===== src/rtl/spi_pkg.sv =====
// ---------------------------------------------------------------------------
// spi_pkg
// Shared definitions for the SPI write controller:
//   - spi_state_t     : controller FSM states
//   - FRAME_W         : serial frame width (R/W bit + 7-bit addr + 8-bit data)
//   - RW_WRITE        : value of the R/W bit for a register write
//   - ADDR_*          : register map of the attached peripheral
//   - build_write_frame : assembles a write frame from address and data
// ---------------------------------------------------------------------------
package spi_pkg;

    localparam int         FRAME_W  = 16;
    localparam logic       RW_WRITE = 1'b1;

    // Peripheral register map. The controller forwards any address
    // unchanged; these names exist for hosts and benches.
    localparam logic [6:0] ADDR_EN_OUT_7_0  = 7'h00;
    localparam logic [6:0] ADDR_EN_OUT_15_8 = 7'h01;
    localparam logic [6:0] ADDR_EN_PWM_7_0  = 7'h02;
    localparam logic [6:0] ADDR_EN_PWM_15_8 = 7'h03;
    localparam logic [6:0] ADDR_DUTY        = 7'h04;

    typedef enum logic [2:0] {
        ST_IDLE,
        ST_SETUP,
        ST_SCLK_HI,
        ST_SCLK_LO,
        ST_HOLD,
        ST_GAP
    } spi_state_t;

    function automatic logic [FRAME_W-1:0] build_write_frame(
        input logic [6:0] addr,
        input logic [7:0] data
    );
        return {RW_WRITE, addr, data};
    endfunction

endpackage


===== src/rtl/spi_tick_gen.sv =====
// ---------------------------------------------------------------------------
// spi_tick_gen
// Half-period timer for the SPI controller. While enabled it emits a
// one-cycle tick every CLK_DIV clk cycles; while disabled the count is held
// at zero, so enabling always starts a fresh full period.
//
// Ports:
//   clk    in  : clock
//   rst_n  in  : asynchronous active-low reset
//   enable in  : run the timer
//   tick   out : high on the last cycle of each CLK_DIV-cycle period
// ---------------------------------------------------------------------------
module spi_tick_gen #(
    parameter int CLK_DIV = 4
) (
    input  logic clk,
    input  logic rst_n,
    input  logic enable,
    output logic tick
);

    localparam logic [7:0] LAST = 8'(CLK_DIV - 1);

    logic [7:0] count;

    // The count wraps on the tick itself, so the consumer's state change and
    // the start of the next period land on the same edge.
    always_ff @(posedge clk or negedge rst_n) begin
        if (!rst_n) begin
            count <= '0;
        end else if (!enable || (count == LAST)) begin
            count <= '0;
        end else begin
            count <= count + 8'd1;
        end
    end

    assign tick = enable && (count == LAST);

endmodule


===== src/rtl/spi_controller.sv =====
// ---------------------------------------------------------------------------
// spi_controller
// SPI mode-0 master that turns host register-write requests into 16-bit
// frames {1'b1, addr[6:0], data[7:0]} sent MSB first.
//
// Frame timing (D = CLK_DIV):
//   SETUP  D cycles  ncs=0, sclk=0, sdo=bit 15
//   16 x { SCLK_HI D cycles (sclk=1), SCLK_LO D cycles (sclk=0) }
//   HOLD   D cycles  ncs=0, sclk=0
//   GAP    D cycles  ncs=1, done pulses on the first cycle
// ncs is low for 34*D cycles; done is seen 34*D+1 edges after the accept.
//
// Ports:
//   clk       in  : sole clock, rising edge
//   rst_n     in  : asynchronous active-low reset
//   req_valid in  : host requests a register write
//   req_addr  in  : 7-bit register address
//   req_data  in  : 8-bit write data
//   req_ready out : request can be accepted (IDLE only)
//   done      out : one-cycle pulse when a frame completes
//   sclk      out : SPI clock, mode 0
//   ncs       out : chip select, active-low
//   sdo       out : serial data to the peripheral
// ---------------------------------------------------------------------------
module spi_controller
    import spi_pkg::*;
#(
    parameter int CLK_DIV = 4
) (
    input  logic       clk,
    input  logic       rst_n,
    input  logic       req_valid,
    input  logic [6:0] req_addr,
    input  logic [7:0] req_data,
    output logic       req_ready,
    output logic       done,
    output logic       sclk,
    output logic       ncs,
    output logic       sdo
);

    if ((CLK_DIV < 2) || (CLK_DIV > 255)) begin : g_bad_clk_div
        $error("spi_controller: CLK_DIV must be in 2..255");
    end

    spi_state_t         state;
    spi_state_t         next_state;
    logic               tick;
    logic               accept;
    logic [3:0]         bit_cnt;
    logic [FRAME_W-1:0] shift_reg;

    spi_tick_gen #(
        .CLK_DIV (CLK_DIV)
    ) u_tick_gen (
        .clk    (clk),
        .rst_n  (rst_n),
        .enable (state != ST_IDLE),
        .tick   (tick)
    );

    // req_ready is a register that only rises one edge after reset is
    // released, so qualifying with it keeps the very first edge out of
    // reset from accepting.
    assign accept = (state == ST_IDLE) && req_valid && req_ready;

    always_ff @(posedge clk or negedge rst_n) begin
        if (!rst_n) begin
            state <= ST_IDLE;
        end else begin
            state <= next_state;
        end
    end

    always_comb begin
        next_state = state;
        case (state)
            ST_IDLE: begin
                if (accept) begin
                    next_state = ST_SETUP;
                end
            end
            ST_SETUP: begin
                if (tick) begin
                    next_state = ST_SCLK_HI;
                end
            end
            ST_SCLK_HI: begin
                if (tick) begin
                    next_state = ST_SCLK_LO;
                end
            end
            ST_SCLK_LO: begin
                if (tick) begin
                    next_state = (bit_cnt == 4'd15) ? ST_HOLD : ST_SCLK_HI;
                end
            end
            ST_HOLD: begin
                if (tick) begin
                    next_state = ST_GAP;
                end
            end
            ST_GAP: begin
                if (tick) begin
                    next_state = ST_IDLE;
                end
            end
            default: begin
                next_state = ST_IDLE;
            end
        endcase
    end

    // Pin outputs are registered from the next-state decode so they switch
    // on the same edge as the state and never depend combinationally on
    // the request inputs.
    always_ff @(posedge clk or negedge rst_n) begin
        if (!rst_n) begin
            req_ready <= 1'b0;
            done      <= 1'b0;
            sclk      <= 1'b0;
            ncs       <= 1'b1;
        end else begin
            req_ready <= (next_state == ST_IDLE);
            done      <= (state == ST_HOLD) && tick;
            sclk      <= (next_state == ST_SCLK_HI);
            ncs       <= (next_state == ST_IDLE) || (next_state == ST_GAP);
        end
    end

    // The shift register feeds sdo from its MSB. Shifting happens as the
    // controller enters SCLK_LO (the SCLK falling edge) and fills with
    // zeros, so after the 16th shift the register is empty and sdo rests
    // at 0 through HOLD, GAP and IDLE without extra gating.
    always_ff @(posedge clk or negedge rst_n) begin
        if (!rst_n) begin
            shift_reg <= '0;
        end else if (accept) begin
            shift_reg <= build_write_frame(req_addr, req_data);
        end else if ((state == ST_SCLK_HI) && tick) begin
            shift_reg <= {shift_reg[FRAME_W-2:0], 1'b0};
        end
    end

    // bit_cnt holds the index of the SCLK pulse in progress; the 16th
    // SCLK_LO period ends the data phase when it reads 15.
    always_ff @(posedge clk or negedge rst_n) begin
        if (!rst_n) begin
            bit_cnt <= '0;
        end else if (accept) begin
            bit_cnt <= '0;
        end else if ((state == ST_SCLK_LO) && tick && (bit_cnt != 4'd15)) begin
            bit_cnt <= bit_cnt + 4'd1;
        end
    end

    assign sdo = shift_reg[FRAME_W-1];

endmodule


===== config.mk =====
export PLATFORM = sky130hd
export DESIGN_NAME = spi_controller
export DESIGN_NICKNAME = d
export VERILOG_FILES = /design/src/rtl/spi_pkg.sv /design/src/rtl/spi_tick_gen.sv /design/src/rtl/spi_controller.sv
export SDC_FILE = /design/constraint.sdc
export NUM_CORES = 1
export LEC_CHECK = 0
export BUFFER_PORTS_ARGS = -buffer_cell sky130_fd_sc_hd__buf_2
export CORE_UTILIZATION = 30
export CTS_CLUSTER_SIZE = 12
export DETAILED_ROUTE_END_ITERATION = 12
export MAX_ROUTING_LAYER = met4
export PLACE_DENSITY_LB_ADDON = 0.3
export RECOVER_POWER = 100
export REMOVE_ABC_BUFFERS = 1
export SKIP_LAST_GASP = 1
export SLEW_MARGIN = 20
export SYNTH_ARGS = -nofsm -noshare
export SYNTH_HDL_FRONTEND = slang
export SYNTH_HIERARCHICAL = 1
export SYNTH_SLANG_ARGS = --single-unit

===== constraint.sdc =====
create_clock -name clk -period 2.7 [get_ports clk]
set_input_delay 0.54 -clock clk [delete_from_list [all_inputs] [get_ports clk]]
set_output_delay 0.54 -clock clk [all_outputs]
set_load 0.03 [all_outputs]

==> metrics.csv, run 1 <==
metric;value;unit
outcome;finished, violations left;
violations in the final reports;max-capacitance violations, max-slew violations;
number of iterations in the first detailed-routing pass;4;
final-report setup violation count;0;
number of buffers added on ports;22;
depth of the CTS H-tree;2;
largest net degree at the start of global routing;36;
master cell of the clock root buffer;sky130_fd_sc_hd__clkbuf_8;
biggest area contributors in the synthesized netlist;sky130_fd_sc_hd__dfrtp_1, sky130_fd_sc_hd__mux2i_1, sky130_fd_sc_hd__a21oi_2, sky130_fd_sc_hd__nor2_1, sky130_fd_sc_hd__a21oi_1;
Post-synth ARST share;100.0;%
Hold Fails Final Rpt;0;
area growth from synthesis to layout;15.05;%
Ports;23;
Layout fillers;595;
Worst Hold Margin;0.4654;ns
routed wire length per instance;11.35;um
Static Leakage;0.0008520;uW
category of cells accounting for the largest share of critical-path delay;simple AND/OR/NAND/NOR gates;
placeable core area;5574;um^2
Post-synth EDFFs;0;
initial cell density of the core;31.63;%
global routing usage summed across all routing layers;11.65;%
layout cells sized above 1;24.74;%
DRC viols;0;
number of gates resized after cts;0;
vias in the first global route;1181;
most instantiated flip-flop cell in the synthesis netlist;sky130_fd_sc_hd__dfrtp_1;
Unique masters post-synth;36;
Max Fanout on Critical Path;10;
Placed Instances;254;
number of buffers on the longest clock path;2;
fin. max-slew vios;36;
sequential standard cell area;877.1;um^2
internal reg-to-reg setup slack;0.42;ns
vias per inst;4.664;
kind of critical path;reg2reg;
Setup crit start;u_tick_gen/count[2];
Setup crit start kind;flop;
length in cells of the worst reg-to-reg path;7;
number of warnings printed during yosys synthesis;6;
pre-CTS setup slack;0.4129;ns
number of inserted diodes;0;
die width;78.66;um
library cell occupying the most area in the post-synthesis netlist;sky130_fd_sc_hd__dfrtp_1;
global-route wire length before repair;5354;um
TritonCTS Buffers;5;
full die area;6187;um^2
unrepaired setup endpoints after global routing;no;
global route overflow;0;
critical hold path startpoint;req_data[0];
Hold Path Stages;3;
max-cap check violation count;1;
average footprint of a synthesized cell;10.68;um^2
hold buffers post-CTS;0;
type of destination of the critical path;flop;
critical register-to-register path endpoint;bit_cnt[3];
CP Buf/Inv Count;1;
final standard cell count with taps included and fillers excluded;262;
total area of multi-input combinational cells;777.0;um^2
vias;1222;
maximum clock skew at final layout;0.01212;ns
sw power;762.5;uW
std cell rows;27;
required time at the worst-slack endpoint;2.86;ns
worst hold-check path type;in2reg;
share of Yosys cell area claimed by the top area cell type;48.26;%
start of the worst register-to-register path;u_tick_gen/count[2];
clock latency on the worst-skew pair;0.29;ns
CTS sink count;35;
post-synthesis instance total;165;
CP cell instances;or4_1, nor4b_1, buf_4, nand4b_1, a31o_2, o21ai_0, a21oi_1;
clock tree from TritonCTS;done;
final critical-path share of the clock period;84.48;%
part of the power in combinational logic;35.4;%
CP peak stage delay;0.54;ns
clock slew at the register clock pins of the worst setup and hold paths;0.08;ns
initial antenna violation count;0;
slew at the pin with the worst max-slew slack;1.879;ns
net switching fraction of the power;36.30;%
Max Clock Freq;438.4;MHz
total detailed-routing wirelength;2974;um
Post-DP HPWL;2005;um
Internal Pwr Total;1338;uW
Vert. Die Dim;78.66;um
slowest CP cell;sky130_fd_sc_hd__or4_1;
critical path arrival;2.44;ns
largest voltage drop on the vdd net;0.3042;mV
setup slack after layout;0.4191;ns
routability-driven placement congestion ratio;0.7153;
worst max-slew margin expressed relative to the limit;-25.25;%
Post-CTS Setup Inserts;0;
power per unit of standard cell area;1036;nW/um^2
sink of the worst hold path;shift_reg[0];
net total in the final layout;209;
Final Critical Period;2.281;ns
synthesized cell area;1763;um^2
sequential group share of total power;42.6;%
register area share after synthesis;49.75;%
Iter 0 DRT Violations;84;
register bit total from synthesis;35;
max FFs per register;16;
clock network power share;22.1;%
Antenna Nets Post-Route;0;
-- cells in the final DEF, fill, tap and decap left out, types with 2 or more instances in the layout --
master / count
sky130_fd_sc_hd__inv_1: 5
sky130_fd_sc_hd__buf_4: 4
sky130_fd_sc_hd__clkbuf_8: 5
sky130_fd_sc_hd__mux2i_1: 17
sky130_fd_sc_hd__o21ai_0: 6
sky130_fd_sc_hd__buf_2: 16
sky130_fd_sc_hd__nor2_1: 26
sky130_fd_sc_hd__nor3_1: 5
sky130_fd_sc_hd__a21oi_1: 9
sky130_fd_sc_hd__clkbuf_1: 6
sky130_fd_sc_hd__dfrtp_1: 34
sky130_fd_sc_hd__a21oi_2: 12
sky130_fd_sc_hd__or3_1: 4
sky130_fd_sc_hd__nand3_1: 5
sky130_fd_sc_hd__xor2_1: 3
sky130_fd_sc_hd__nand2_1: 7
sky130_fd_sc_hd__nand4_1: 2
sky130_fd_sc_hd__ha_1: 2
-- cells in the mapped netlist (2+ instances only) --
cell type                  number
sky130_fd_sc_hd__nand4_1        2
sky130_fd_sc_hd__clkbuf_1       3
sky130_fd_sc_hd__or3_1          4
sky130_fd_sc_hd__xor2_1         3
sky130_fd_sc_hd__nor3_1         5
sky130_fd_sc_hd__buf_6          3
sky130_fd_sc_hd__ha_1           2
sky130_fd_sc_hd__nor2_1        26
sky130_fd_sc_hd__dfrtp_1       34
sky130_fd_sc_hd__o21ai_0        6
sky130_fd_sc_hd__nand2_1        7
sky130_fd_sc_hd__inv_1          5
sky130_fd_sc_hd__mux2i_1       17
sky130_fd_sc_hd__a21oi_2       12
sky130_fd_sc_hd__a21oi_1        9
sky130_fd_sc_hd__nand3_1        5
sky130_fd_sc_hd__buf_2          3
-- final cells by class --
type / instances / area share, %
Tap cell: 72 / 4.442
Clock buffer: 5 / 3.393
Timing Repair Buffer: 27 / 7.526
Sequential cell: 35 / 43.24
Multi-Input combinational cell: 115 / 38.31
Inverter: 5 / 0.9254
Clock inverter: 3 / 2.159
-- tightest hold or removal path, stage by stage --
cell and delay, ns:
sky130_fd_sc_hd__buf_2 0.08, sky130_fd_sc_hd__nand2_1 0.04, sky130_fd_sc_hd__o21ai_1 0.06
-- worst max-delay path by stage --
stage                        end  slack, ns  cells after the start
floorplan           shift_reg[0]      -1.94                      5
CTS                 shift_reg[1]       0.40                      8
detailed placement  shift_reg[2]       0.41                      8
global route        shift_reg[2]       0.20                      8
finish                bit_cnt[3]       0.42                      7
global placement      bit_cnt[3]       0.43                      7
-- power groups by stage --
stage / Sequential (uW) / Combinational [uW] / Clock [uW]
finish: 894 / 743 / 463
global route: 931 / 871 / 508
CTS: 898 / 786 / 481
detailed placement: 907 / 783 / 0
global placement: 904 / 776 / 0
floorplan: 941 / 542 / 0
-- per-layer routing --
layer  part of all wire [%]  vias to the layer above  track usage (%)  wire length, um
li1                       -                      623                -                -
met1                     50                      574            15.45             1496
met2                     43                       20            16.00             1287
met3                    4.1                        5            3.605              121
met4                    2.3                        0            5.556               68
met5                      0                        -                -                0
-- stage by stage --
stage | TNS [ns] | instance area, um^2 | total power (uW) | utilization [%]
after floorplan | -30.85 | 1683 | 1483 | -
after global placement | 0 | 1946 | 1680 | 34.90
after detailed placement | 0 | 1946 | 1690 | 34.90
after CTS | 0 | 2058 | 2165 | 36.92
after global routing | 0 | 2028 | 2311 | 36.39
final | 0 | 2028 | 2101 | 36.39
-- cells by family (layout without fill, tap and decap cells) --
group	Yosys count	after routing	synth area share [%]
AO/OA/AOI/OAI	34	34	14.34
XOR/XNOR	4	4	1.988
multiplexers	18	18	10.29
flip-flops	35	35	49.75
AND/OR/NAND/NOR	57	57	16.61
buffers and inverters	15	40	5.607
adder cells (fa/ha/maj)	2	2	1.419
Note: power is estimated with default switching activity, not from simulation.
==> run 2: changes to the inputs <==
- clock period: 2.7 -> 2 ns (I/O delays scaled with it)
==> metrics.csv, run 2 (synthesis results as in run 1) <==
metric;value;unit
critical path arrival;2.34;ns
Static Leakage;0.0009879;uW
CTS sink count;35;
final-report setup violation count;20;
total detailed-routing wirelength;3511;um
overall power;3156;uW
maximum clock skew at final layout;0.002893;ns
outcome;finished, violations left;
Vert. Die Dim;78.66;um
slew at the pin with the worst max-slew slack;0.8553;ns
Worst Hold Margin;0.3017;ns
Ports;23;
largest voltage drop on the vdd net;0.3890;mV
cell area after placement;2058;um^2
largest net degree at the start of global routing;36;
type of destination of the critical path;flop;
CP peak stage delay;0.54;ns
Hold Fails Final Rpt;0;
Worst path depth;9;
max-cap check violation count;0;
leading cell types in the layout, fill and taps excluded;sky130_fd_sc_hd__dfrtp_1, sky130_fd_sc_hd__nor2_1, sky130_fd_sc_hd__buf_4;
kind of critical path;reg2reg;
violations in the final reports;negative setup slack;
global route overflow;0;
number of inserted diodes;0;
area growth from synthesis to layout;31.72;%
routability-driven placement congestion ratio;0.7255;
Final Critical Period;2.128;ns
placeable core area;5574;um^2
worst hold-check path type;in2async;
clock latency on the worst-skew pair;0.28;ns
max FFs per register;16;
start of the worst register-to-register path;u_tick_gen/count[6];
unrepaired setup endpoints after global routing;yes;
most common cell after layout, fill and taps aside;sky130_fd_sc_hd__dfrtp_1;
power per unit of standard cell area;1359;nW/um^2
vias per inst;4.633;
Post-DP HPWL;2275;um
std cell rows;27;
Max Clock Freq;470.0;MHz
Max Fanout on Critical Path;7;
die width;78.66;um
initial cell density of the core;31.63;%
global routing usage summed across all routing layers;12.88;%
clock tree from TritonCTS;done;
vias in the first global route;1333;
Setup crit start kind;flop;
final critical-path share of the clock period;106.4;%
Antenna Nets Post-Route;0;
length in cells of the worst reg-to-reg path;9;
critical register-to-register path endpoint;shift_reg[9];
master cell of the clock root buffer;sky130_fd_sc_hd__clkbuf_8;
Finished Core Util;41.66;%
total area of multi-input combinational cells;885.9;um^2
Layout fillers;555;
CP cell instances;or4_4, nor4b_2, buf_4, nand2_4, a211oi_4, buf_6, clkbuf_16, nor2_2, a21oi_2;
global-route wire length before repair;6058;um
CP Buf/Inv Count;3;
worst max-slew margin expressed relative to the limit;42.98;%
number of buffers on the longest clock path;2;
routed wire length per instance;12.41;um
Iter 0 DRT Violations;84;
setup slack after layout;-0.1277;ns
category of cells accounting for the largest share of critical-path delay;simple AND/OR/NAND/NOR gates;
vias;1311;
fin. max-slew vios;0;
TritonCTS Buffers;5;
number of iterations in the first detailed-routing pass;2;
full die area;6187;um^2
depth of the CTS H-tree;2;
Placed Instances;269;
required time at the worst-slack endpoint;2.21;ns
sequential standard cell area;877.1;um^2
net total in the final layout;230;
final standard cell count with taps included and fillers excluded;283;
Layout Cell Area excl Fill;2322;um^2
layout cells sized above 1;40.28;%
internal reg-to-reg setup slack;-0.13;ns
DRC viols;0;
initial antenna violation count;0;
slowest CP cell;sky130_fd_sc_hd__or4_4;
number of buffers added on ports;22;
clock slew at the register clock pins of the worst setup and hold paths;0.07;ns
-- run 2: cell count changes in the layout (fill, tap and decap cells not counted), moves of 2 or more --
cell	before	now
sky130_fd_sc_hd__buf_6	0	2
sky130_fd_sc_hd__clkbuf_8	5	7
sky130_fd_sc_hd__a21oi_1	9	7
sky130_fd_sc_hd__nor3_2	0	2
sky130_fd_sc_hd__nor2_1	26	20
sky130_fd_sc_hd__buf_4	4	19
sky130_fd_sc_hd__nor3_1	5	3
sky130_fd_sc_hd__o21ai_2	0	2
sky130_fd_sc_hd__nor2_4	0	5
sky130_fd_sc_hd__a21oi_2	12	14
-- run 2: metrics by stage --
step	setup slack, ns	setup TNS, ns
detailed placement	-0.1891	-3.040
global placement	-0.1472	-2.567
global route	-0.2060	-3.528
CTS	-0.1115	-1.759
floorplan	-2.644	-47.12
finish	-0.1277	-1.603
-- run 2: power by group --
| part | internal, uW | switching [uW] | total (uW) |
|---|---|---|---|
| sequential | 1010 | 210 | 1220 |
| combinational | 668 | 716 | 1380 |
| clock | 314 | 242 | 556 |
-- run 2: how the worst max path moves through the flow --
stage	start	end	slack (ns)
3_5_place_dp	u_tick_gen/count[6]	shift_reg[1]	-0.19
3_3_place_gp	u_tick_gen/count[6]	shift_reg[9]	-0.15
6_report	u_tick_gen/count[6]	shift_reg[9]	-0.13
2_1_floorplan	u_tick_gen/count[2]	shift_reg[0]	-2.64
4_1_cts	u_tick_gen/count[6]	shift_reg[2]	-0.11
5_1_grt	u_tick_gen/count[6]	shift_reg[2]	-0.21
-- run 2: metal layers --
metal	up-vias	share of wire [%]	track usage [%]
met5	-	0	-
met4	0	0.77	5.556
met3	3	3.3	2.674
met2	23	49	19.57
met1	621	47	16.56
li1	664	-	-
-- run 2: what timing repair did --
action / CTS / global route
endpoints found under the setup margin: 20 / 24
pin swaps: 2 / 6
setup buffers: 4 / 0
hold buffers: 0 / 0
cloned: 1 / 1
resized for setup: 7 / 19
-- run 2: area by class of cell --
class	count	share of cell area, %
Inverter	5	0.8082
Timing Repair Buffer	48	15.09
Sequential cell	35	37.77
Tap cell	72	3.879
Clock buffer	8	4.310
Multi-Input combinational cell	115	38.15
==> run 3: changes to the inputs <==
- HOLD_SLACK_MARGIN: unset -> 0.12
- REMOVE_ABC_BUFFERS: 1 -> unset
- clock period: 2 -> 1.8 ns (I/O delays scaled with it)
==> metrics.csv, run 3 (synthesis results as in run 1) <==
metric;value;unit
outcome;finished, violations left;
violations in the final reports;negative setup slack;
die width;78.66;um
depth of the CTS H-tree;2;
max-cap check violation count;0;
Hold Fails Final Rpt;0;
largest voltage drop on the vdd net;0.5306;mV
critical register-to-register path endpoint;shift_reg[2];
placeable core area;5574;um^2
Hold Path Stages;3;
DRC viols;0;
sink of the worst hold path;shift_reg[0];
number of inserted diodes;0;
start of the worst register-to-register path;u_tick_gen/count[6];
power per unit of standard cell area;1530;nW/um^2
unrepaired setup endpoints after global routing;yes;
maximum clock skew at final layout;0.009357;ns
Max Clock Freq;474.0;MHz
Post-DP HPWL;2489;um
global route overflow;0;
final standard cell count with taps included and fillers excluded;292;
final critical-path share of the clock period;117.2;%
routed wire length per instance;12.51;um
final-report setup violation count;25;
sequential standard cell area;877.1;um^2
type of destination of the critical path;flop;
vias per inst;4.678;
worst max-slew margin expressed relative to the limit;38.34;%
slew at the pin with the worst max-slew slack;0.9249;ns
global routing usage summed across all routing layers;13.01;%
Vert. Die Dim;78.66;um
Static Leakage;0.001022;uW
Max Fanout on Critical Path;15;
Iter 0 DRT Violations;119;
Final Critical Period;2.110;ns
total detailed-routing wirelength;3652;um
number of buffers on the longest clock path;2;
master cell of the clock root buffer;sky130_fd_sc_hd__clkbuf_8;
net total in the final layout;239;
fin. max-slew vios;0;
cell area after placement;2117;um^2
initial antenna violation count;0;
vias;1366;
layout cells sized above 1;38.64;%
Finished Core Util;41.82;%
worst hold-check path type;in2reg;
routability-driven placement congestion ratio;0.7396;
global-route wire length before repair;6016;um
Antenna Nets Post-Route;0;
number of buffers added on ports;22;
total area of multi-input combinational cells;833.3;um^2
leading cell types in the layout, fill and taps excluded;sky130_fd_sc_hd__dfrtp_1, sky130_fd_sc_hd__nor2_1, sky130_fd_sc_hd__buf_4;
number of iterations in the first detailed-routing pass;4;
most common cell after layout, fill and taps aside;sky130_fd_sc_hd__dfrtp_1;
CTS sink count;35;
max FFs per register;16;
largest net degree at the start of global routing;31;
internal reg-to-reg setup slack;-0.31;ns
overall power;3565;uW
length in cells of the worst reg-to-reg path;9;
clock latency on the worst-skew pair;0.29;ns
std cell rows;27;
clock slew at the register clock pins of the worst setup and hold paths;0.07;ns
Setup crit start kind;flop;
Layout fillers;567;
TritonCTS Buffers;5;
critical path arrival;2.33;ns
Layout Cell Area excl Fill;2331;um^2
full die area;6187;um^2
Total Negative Setup Slacks;-6.292;ns
area growth from synthesis to layout;32.22;%
initial cell density of the core;31.63;%
Ports;23;
clock tree from TritonCTS;done;
vias in the first global route;1346;
critical hold path startpoint;req_data[0];
kind of critical path;reg2reg;
Synthesized Nets;185;
required time at the worst-slack endpoint;2.02;ns
Placed Instances;276;
setup slack after layout;-0.3096;ns
## run 3: cell count changes in the layout (fill, tap and decap cells not counted), sizes merged
| cell | change |
|---|---|
| dlygate4sd3 | +1 |
| clkbuf | +2 |
| bufinv | +1 |
| clkinv | +1 |
| buf | +4 |
## run 3: layout make-up
| cell class | count | share of cell area (%) |
|---|---|---|
| clock buffers | 6 | 3.543 |
| clock inverters | 2 | 1.503 |
| inverters | 5 | 0.8052 |
| multi-input cells | 115 | 35.75 |
| flip-flops and latches | 35 | 37.63 |
| well taps | 72 | 3.865 |
| repair buffers | 57 | 16.91 |
## run 3: stage by stage
stage	hold WS, ns	setup WS, ns
after CTS	0.2824	-0.2847
final	0.2878	-0.3096
after floorplan	0.06441	-0.2671
after detailed placement	0.3110	-0.3073
after global routing	0.2893	-0.4137
after global placement	0.3064	-0.2701
## run 3: critical path, stage by stage, from the launching register on
cell                       delay (ns)
sky130_fd_sc_hd__dfrtp_1         0.37
sky130_fd_sc_hd__or4_4           0.54
sky130_fd_sc_hd__nor4b_2         0.23
sky130_fd_sc_hd__buf_4           0.18
sky130_fd_sc_hd__nand2_4         0.06
sky130_fd_sc_hd__a211oi_4        0.23
sky130_fd_sc_hd__buf_4           0.16
sky130_fd_sc_hd__buf_12          0.13
sky130_fd_sc_hd__nor2_1          0.04
sky130_fd_sc_hd__a21oi_1         0.10
## run 3: per-layer routing
metal  GRT usage (%)  part of all wire, %
met3           2.093                  2.0
met4           7.778                  2.1
met5               -                    0
met2           19.91                   47
met1           16.13                   49
## run 3: report_power, final
part	switching, uW	internal, uW
registers	201	1120
clock network	282	448
logic	789	727
total	1270	2290
## run 3: worst max-delay path by stage
stage / start / to / slack (ns) / cells after the start
5_1_grt: u_tick_gen/count[6] / shift_reg[2] / -0.41 / 9
6_report: u_tick_gen/count[6] / shift_reg[2] / -0.31 / 9
2_1_floorplan: u_tick_gen/count[6] / bit_cnt[3] / -0.27 / 7
4_1_cts: u_tick_gen/count[6] / shift_reg[11] / -0.28 / 8
3_3_place_gp: u_tick_gen/count[6] / shift_reg[11] / -0.27 / 8
3_5_place_dp: u_tick_gen/count[6] / shift_reg[12] / -0.31 / 8
## run 3: repair_timing
action                                  CTS  global route
gates resized for setup                   9             4
endpoints found under the setup margin   23            26
gates cloned                              0             2
buffers inserted                          2             3
hold buffers                              1             0
pin swaps                                 5             0
hold endpoints to repair                 15             0
